**config.mk**
```make
export PLATFORM = sky130hd
export DESIGN_NAME = piso_serializer
export DESIGN_NICKNAME = d
export VERILOG_FILES = /design/src/rtl/piso_serializer.sv
export SDC_FILE = /design/constraint.sdc
export NUM_CORES = 1
export LEC_CHECK = 0
export ABC_AREA = 1
export CORE_AREA = 4 4 41 43
export DETAILED_ROUTE_END_ITERATION = 7
export DIE_AREA = 0 0 45 47
export HOLD_SLACK_MARGIN = 0.02
export SYNTH_ARGS = -nofsm -noshare
export SYNTH_HDL_FRONTEND = slang
export SYNTH_SLANG_ARGS = --single-unit
```
**constraint.sdc**
```tcl
create_clock -name clk -period 1.35 [get_ports clk]
set_input_delay 0.405 -clock clk [delete_from_list [all_inputs] [get_ports clk]]
set_output_delay 0.405 -clock clk [all_outputs]
set_load 0.005 [all_outputs]
```
**src/rtl/piso_serializer.sv**
```systemverilog
// Parallel-in / serial-out stage feeding a downstream serial register chain.
// Captures a word on valid/ready and emits it one bit per clock.
module piso_serializer #(
    parameter int WIDTH      = 4,
    parameter bit MSB_FIRST  = 1'b1,
    parameter int GAP_CYCLES = 0,
    parameter bit IDLE_LEVEL = 1'b0
) (
    input  logic             clk,
    input  logic             reset,
    input  logic [WIDTH-1:0] din,
    input  logic             din_valid,
    output logic             din_ready,
    output logic             sout,
    output logic             sout_valid,
    output logic             sout_last,
    output logic             busy
);

    localparam int CW = $clog2(WIDTH);

    typedef enum logic [1:0] {
        IDLE,
        SHIFT,
        GAP
    } state_t;

    state_t           state, state_n;
    logic [WIDTH-1:0] sreg, sreg_n, shifted;
    logic [CW-1:0]    bit_cnt, bit_cnt_n;
    logic [3:0]       gap_cnt, gap_cnt_n;
    logic             sout_n, sout_valid_n, sout_last_n;
    logic             last_bit, accept;

    function automatic logic head(input logic [WIDTH-1:0] w);
        return MSB_FIRST ? w[WIDTH-1] : w[0];
    endfunction

    assign last_bit  = (state == SHIFT) && (bit_cnt == '0);
    assign din_ready = (state == IDLE) || (last_bit && GAP_CYCLES == 0);
    assign accept    = din_valid && din_ready;
    assign busy      = (state != IDLE);
    assign shifted   = MSB_FIRST ? (sreg << 1) : (sreg >> 1);

    always_comb begin
        state_n      = state;
        sreg_n       = sreg;
        bit_cnt_n    = bit_cnt;
        gap_cnt_n    = gap_cnt;
        sout_n       = IDLE_LEVEL;
        sout_valid_n = 1'b0;
        sout_last_n  = 1'b0;

        unique case (state)
            IDLE: ;
            SHIFT: begin
                if (bit_cnt != '0) begin
                    sreg_n       = shifted;
                    bit_cnt_n    = bit_cnt - CW'(1);
                    sout_n       = head(shifted);
                    sout_valid_n = 1'b1;
                    sout_last_n  = (bit_cnt == CW'(1));
                end else if (GAP_CYCLES > 0) begin
                    state_n   = GAP;
                    gap_cnt_n = 4'(GAP_CYCLES - 1);
                end else begin
                    state_n = IDLE;
                end
            end
            GAP: begin
                if (gap_cnt == 4'd0) begin
                    state_n = IDLE;
                end else begin
                    gap_cnt_n = gap_cnt - 4'd1;
                end
            end
            default: state_n = IDLE;
        endcase

        // A capture wins over the end-of-word transition (back-to-back words)
        if (accept) begin
            state_n      = SHIFT;
            sreg_n       = din;
            bit_cnt_n    = CW'(WIDTH - 1);
            sout_n       = head(din);
            sout_valid_n = 1'b1;
            sout_last_n  = 1'b0;
        end
    end

    always_ff @(posedge clk or posedge reset) begin
        if (reset) begin
            state      <= IDLE;
            sreg       <= '0;
            bit_cnt    <= '0;
            gap_cnt    <= '0;
            sout       <= IDLE_LEVEL;
            sout_valid <= 1'b0;
            sout_last  <= 1'b0;
        end else begin
            state      <= state_n;
            sreg       <= sreg_n;
            bit_cnt    <= bit_cnt_n;
            gap_cnt    <= gap_cnt_n;
            sout       <= sout_n;
            sout_valid <= sout_valid_n;
            sout_last  <= sout_last_n;
        end
    end

endmodule

```
# After elaboration in Yosys (flattened, before gate mapping)

Index checks and enable logic that the tools add are counted.

Word-level logic and storage cells: 48
Input bits: 7
Output and inout bits: 5
Bits in registers: 14

Reductions and logical operators: 13
Equality and inequality tests: 6
Mux-type cells: 19
Bitwise gates (word level): 1
Add/subtract/negate cells: 2

Operators with widths:

| operator                                                           | number |
|---|---|
| 2-bit 2-to-1 mux                                                   | 6 |
| 1-bit 2-to-1 mux                                                   | 9 |
| 3-bit 2-to-1 mux                                                   | 3 |
| 2-bit nonzero test                                                 | 4 |
| 3-bit != test, second input constant                               | 2 |
| 2-bit case mux with 3 select lines                                 | 1 |
| 2-bit by 1-bit == test with 1-bit output, second input constant    | 2 |
| 2-bit logical NOT                                                  | 2 |
| 4-bit logical NOT                                                  | 1 |
| 2-bit AND reduction                                                | 2 |
| 4-bit by 1-bit subtractor with 4-bit output, second input constant | 1 |
| 3-bit AND reduction                                                | 1 |
| 2-bit == test, second input constant                               | 1 |
| 1-bit logical AND                                                  | 2 |
| 2-bit != test, second input constant                               | 1 |
| 2-bit by 1-bit subtractor with 2-bit output, second input constant | 1 |
| 1-bit logical OR                                                   | 1 |
| 1-bit NOT                                                          | 1 |

# Longest topological paths before layout

Depth after elaboration: 6
Mapped depth: 7
Gate-level depth less buffers: 7

# Worst setup path after synthesis

OpenSTA, ideal clock, no wires.

Path type: flip-flop to output port
Start point: reg bit_cnt[0]
End point: out din_ready
Stages on the path, launching flop included: 6
Buffers on the path: 1
Arrival: 0.847 ns
Path slack: 0.098 ns
Data required time: 0.945 ns
Cell sequence: dfrtp_1 -> inv_1 -> ha_1 -> inv_1 -> nand2_2 -> buf_6

Word-level cells in the longest chain between the ends: 3

RTL lines:

| what                   | line | RTL |
|---|---|---|
| start, declared        | 30   | `logic [CW-1:0] bit_cnt, bit_cnt_n;` |
| start signal, assigned | 103  | `bit_cnt <= bit_cnt_n;` |
| 2-bit logical NOT      | 39   | `assign last_bit = (state == SHIFT) && (bit_cnt == '0);` |
| 1-bit logical AND      | 39   |  |
| 1-bit logical OR       | 40   | `assign din_ready = (state == IDLE) \|\| (last_bit && GAP_CYCLES == 0);` |
| end, declared          | 13   | `output logic din_ready,` |

Every way passes these cells.

# Worst setup path in the final report

Same ends and word-level chain as after synthesis.

==> impl_results.md <==
- Status: finished, violations left
- Violated checks: negative setup slack
- Antenna Violating Nets Remaining: 0
- FMAX: 670.6 MHz
- CTS tree: yes
- Number of global-route vias before repair: 381
- Mean Syn Cell Area: 8.925 µm²
- Startpoint types: flop
- Yosys warns: 0
- Lkg Pwr: 0.0003205 µW
- Largest net degree at the start of global routing: 13
- Combinational power share: 49.6%
- Worst-path cell chain: inv_2, ha_4, inv_2, nand2_2, buf_6
- Top cell by count, worst path: inv_2
- Mapped Nets: 54
- Ys async rst share: 100.0%
- CP Data Arrival Time: 1.09 ns
- Post-synth top cells: nand2_1, nand3_1, dfrtp_1, inv_1, ha_1
- Area growth, synth to finish: 51.40%
- Met2 Use GR: 20.62%
- CTS Hold Buffers Added: 0
- Sequential cell area fraction in the yosys report: 56.07%
- Worst path max stage delay: 0.38 ns
- Drt wl/cell: 11.81 µm
- Port buffer count: 11
- Critical path class: flop to output pin
- CP max stage cell: dfrtp_1
- Ant. Diodes: 0
- Final wirelength: 957 µm
- Gpl congestion: 0.7529
- Final Hold Vio Count: 0
- Worst Tran Pin Value: 0.3326 ns
- Synth cell types: 10
- First-pass GRT wire length: 1.669 mm
- Worst slew margin relative to its limit: 77.81%
- Clock root cell: clkbuf_4
- Skew final: 0.003347 ns
- Post-synth EDFFs: 0
- Fin crit period: 1.491 ns
- H-tree levels: 1
- Die ar.: 0.002115 mm²
- First drt pass iteration count: 4
- Setup Viol. Count Final: 1
- FILL cells: 133
- Starting density of the core: 30.87%
- Post-synth top flop: dfrtp_1
- DIE HEIGHT: 47 µm
- Final core occ: 46.73%
- M1 GR Usage: 12.00%
- Cell-internal power: 814.2 µW
- Clock Power Share: 17.3%
- Setup WS post-layout: -0.1412 ns
- Ranking of synthesized cells by area: dfrtp_1, nand3_1, nand2_1
- Crit end category: output pin
- Vias per cell: 4.630
- Max-slew violations: 0
- Crit path required time: 0.95 ns
- CTS Buffer Depth: 2
- Busiest grt layer: met2
- Period utilization: 110.5%
- Tot GR Track Use: 11.67%
- Worst hold margin: 0.3912 ns
- R2R cell count: 8
- Synth area leader: dfrtp_1
- Violation count after the first detailed-routing iteration: 6
- Post-DP HPWL: 695.1 µm
- Initial antenna violation count: 0
- Io pins: 12
- Drt drc: 0
- RSZ-0062 raised after global routing: yes
- Max VDD drop: 0.9431 mV
- Nets: 76
- Most frequent cell after synthesis: nand2_1
- Clock sinks: 9
- M3 GR Usage: 2.682%
- Yosys top cell area share: 56.07%
- #FFs+latches synth: 9
- CORE AREA: 0.001301 mm²
- Sw Share: 36.76%
- Fraction of layout cells with a size suffix above 1: 25.76%
- Vias: 375
- Reg power frac: 33.2%
- Clock latency on the worst-skew pair: 0.27 ns
- Grt total ovfl: 0
- CTS buffer count: 3
- Max-Cap Viols: 0
- Die Wd: 45 µm
- Min-Delay Path Class: input port to asynchronous set/reset pin
- Pwr Density: 2117 mW/mm²
- Post-Syn Area: 401.6 µm²
- CP Max Fanout: 2
- Sw power: 473.3 µW
- Reg clk slew, reported paths: 0.07 ns
- Cell count after synthesis: 45
- Row cnt: 13
## cell usage in the layout, fill, tap and decap left out, drive strengths merged
master	Yosys	final
a21oi	1	1
buf	1	8
clkbuf	0	4
clkdlybuf4s15	0	1
clkdlybuf4s50	0	6
dfrtp	9	9
dlygate4sd2	0	3
ha	2	2
inv	7	7
nand2	14	14
nand3	10	10
nor2	1	1
## critical path: cells and delay by family (launching register included)
kind,cells,cell delay [ns]
fa+ha+maj,1,0.16
flops,1,0.38
buf+inv,3,0.21
simple gates,1,0.06
## cell families after synthesis
logic type	after synthesis	synth area share, %
compound gates	1	1.245
fa+ha+maj	2	6.230
buf+inv	8	9.344
simple gates	25	27.10
flops	9	56.08
## power by group through the flow
stage	registers, µW	clock network, µW	logic (µW)
after floorplan	435	0	306
after global placement	426	0	588
final	427	222	638
after global routing	442	238	730
after CTS	424	225	618
after detailed placement	431	0	610
## metrics by stage
stage,setup slack [ns],power [µW],cell area [µm²],TNS [ns],cells
2_1_floorplan,0.09775,740.6,401.6,0,45
3_3_place_gp,-0.2261,1014,564.3,-0.2300,76
3_5_place_dp,-0.2821,1041,564.3,-0.3098,76
4_1_cts,-0.1789,1267,596.8,-0.1789,81
5_1_grt,-0.1880,1410,608.1,-0.1880,81
6_report,-0.1412,1287,608.1,-0.1412,81
## per-layer routing
layer / part of all wire, % / wire length [µm]
met5: 0 / 0
met1: 36 / 342
met2: 53 / 510
met3: 7.7 / 74
met4: 3.0 / 29
## area by class of cell
class / count / area, µm² / share of cell area [%]
flip-flops and latches: 9 / 225.2 / 37.04
repair buffers: 18 / 160.2 / 26.34
multi-input cells: 28 / 151.4 / 24.90
clock buffers: 4 / 26.28 / 4.321
inverters: 7 / 26.28 / 4.321
well taps: 15 / 18.77 / 3.086
## timing repair
| item | in CTS | in global routing |
|---|---|---|
| resized for setup | 11 | 4 |
| buffers inserted | 1 | 0 |
| setup endpoints to repair | 5 | 3 |
| pin swaps | 0 | 2 |
## flip-flops by register name, summed over array words and instances (netlist names)
register    count
sout            1
sreg            3
bit_cnt         2
sout_last       1
state           1
sout_valid      1
## worst paths after layout
kind	startpoint	end	slack (ns)
worst max-delay path	bit_cnt[0]	din_ready	-0.14
worst min-delay path	reset	sout_last	0.39
worst max register to register	bit_cnt[0]	bit_cnt[0]	0.14
worst min register to register	sreg[2]	sout	0.49
max in group asynchronous	reset	sreg[2]	0.71
min in group clk	sreg[2]	sout	0.49
Power figures use the tool's default switching activity.
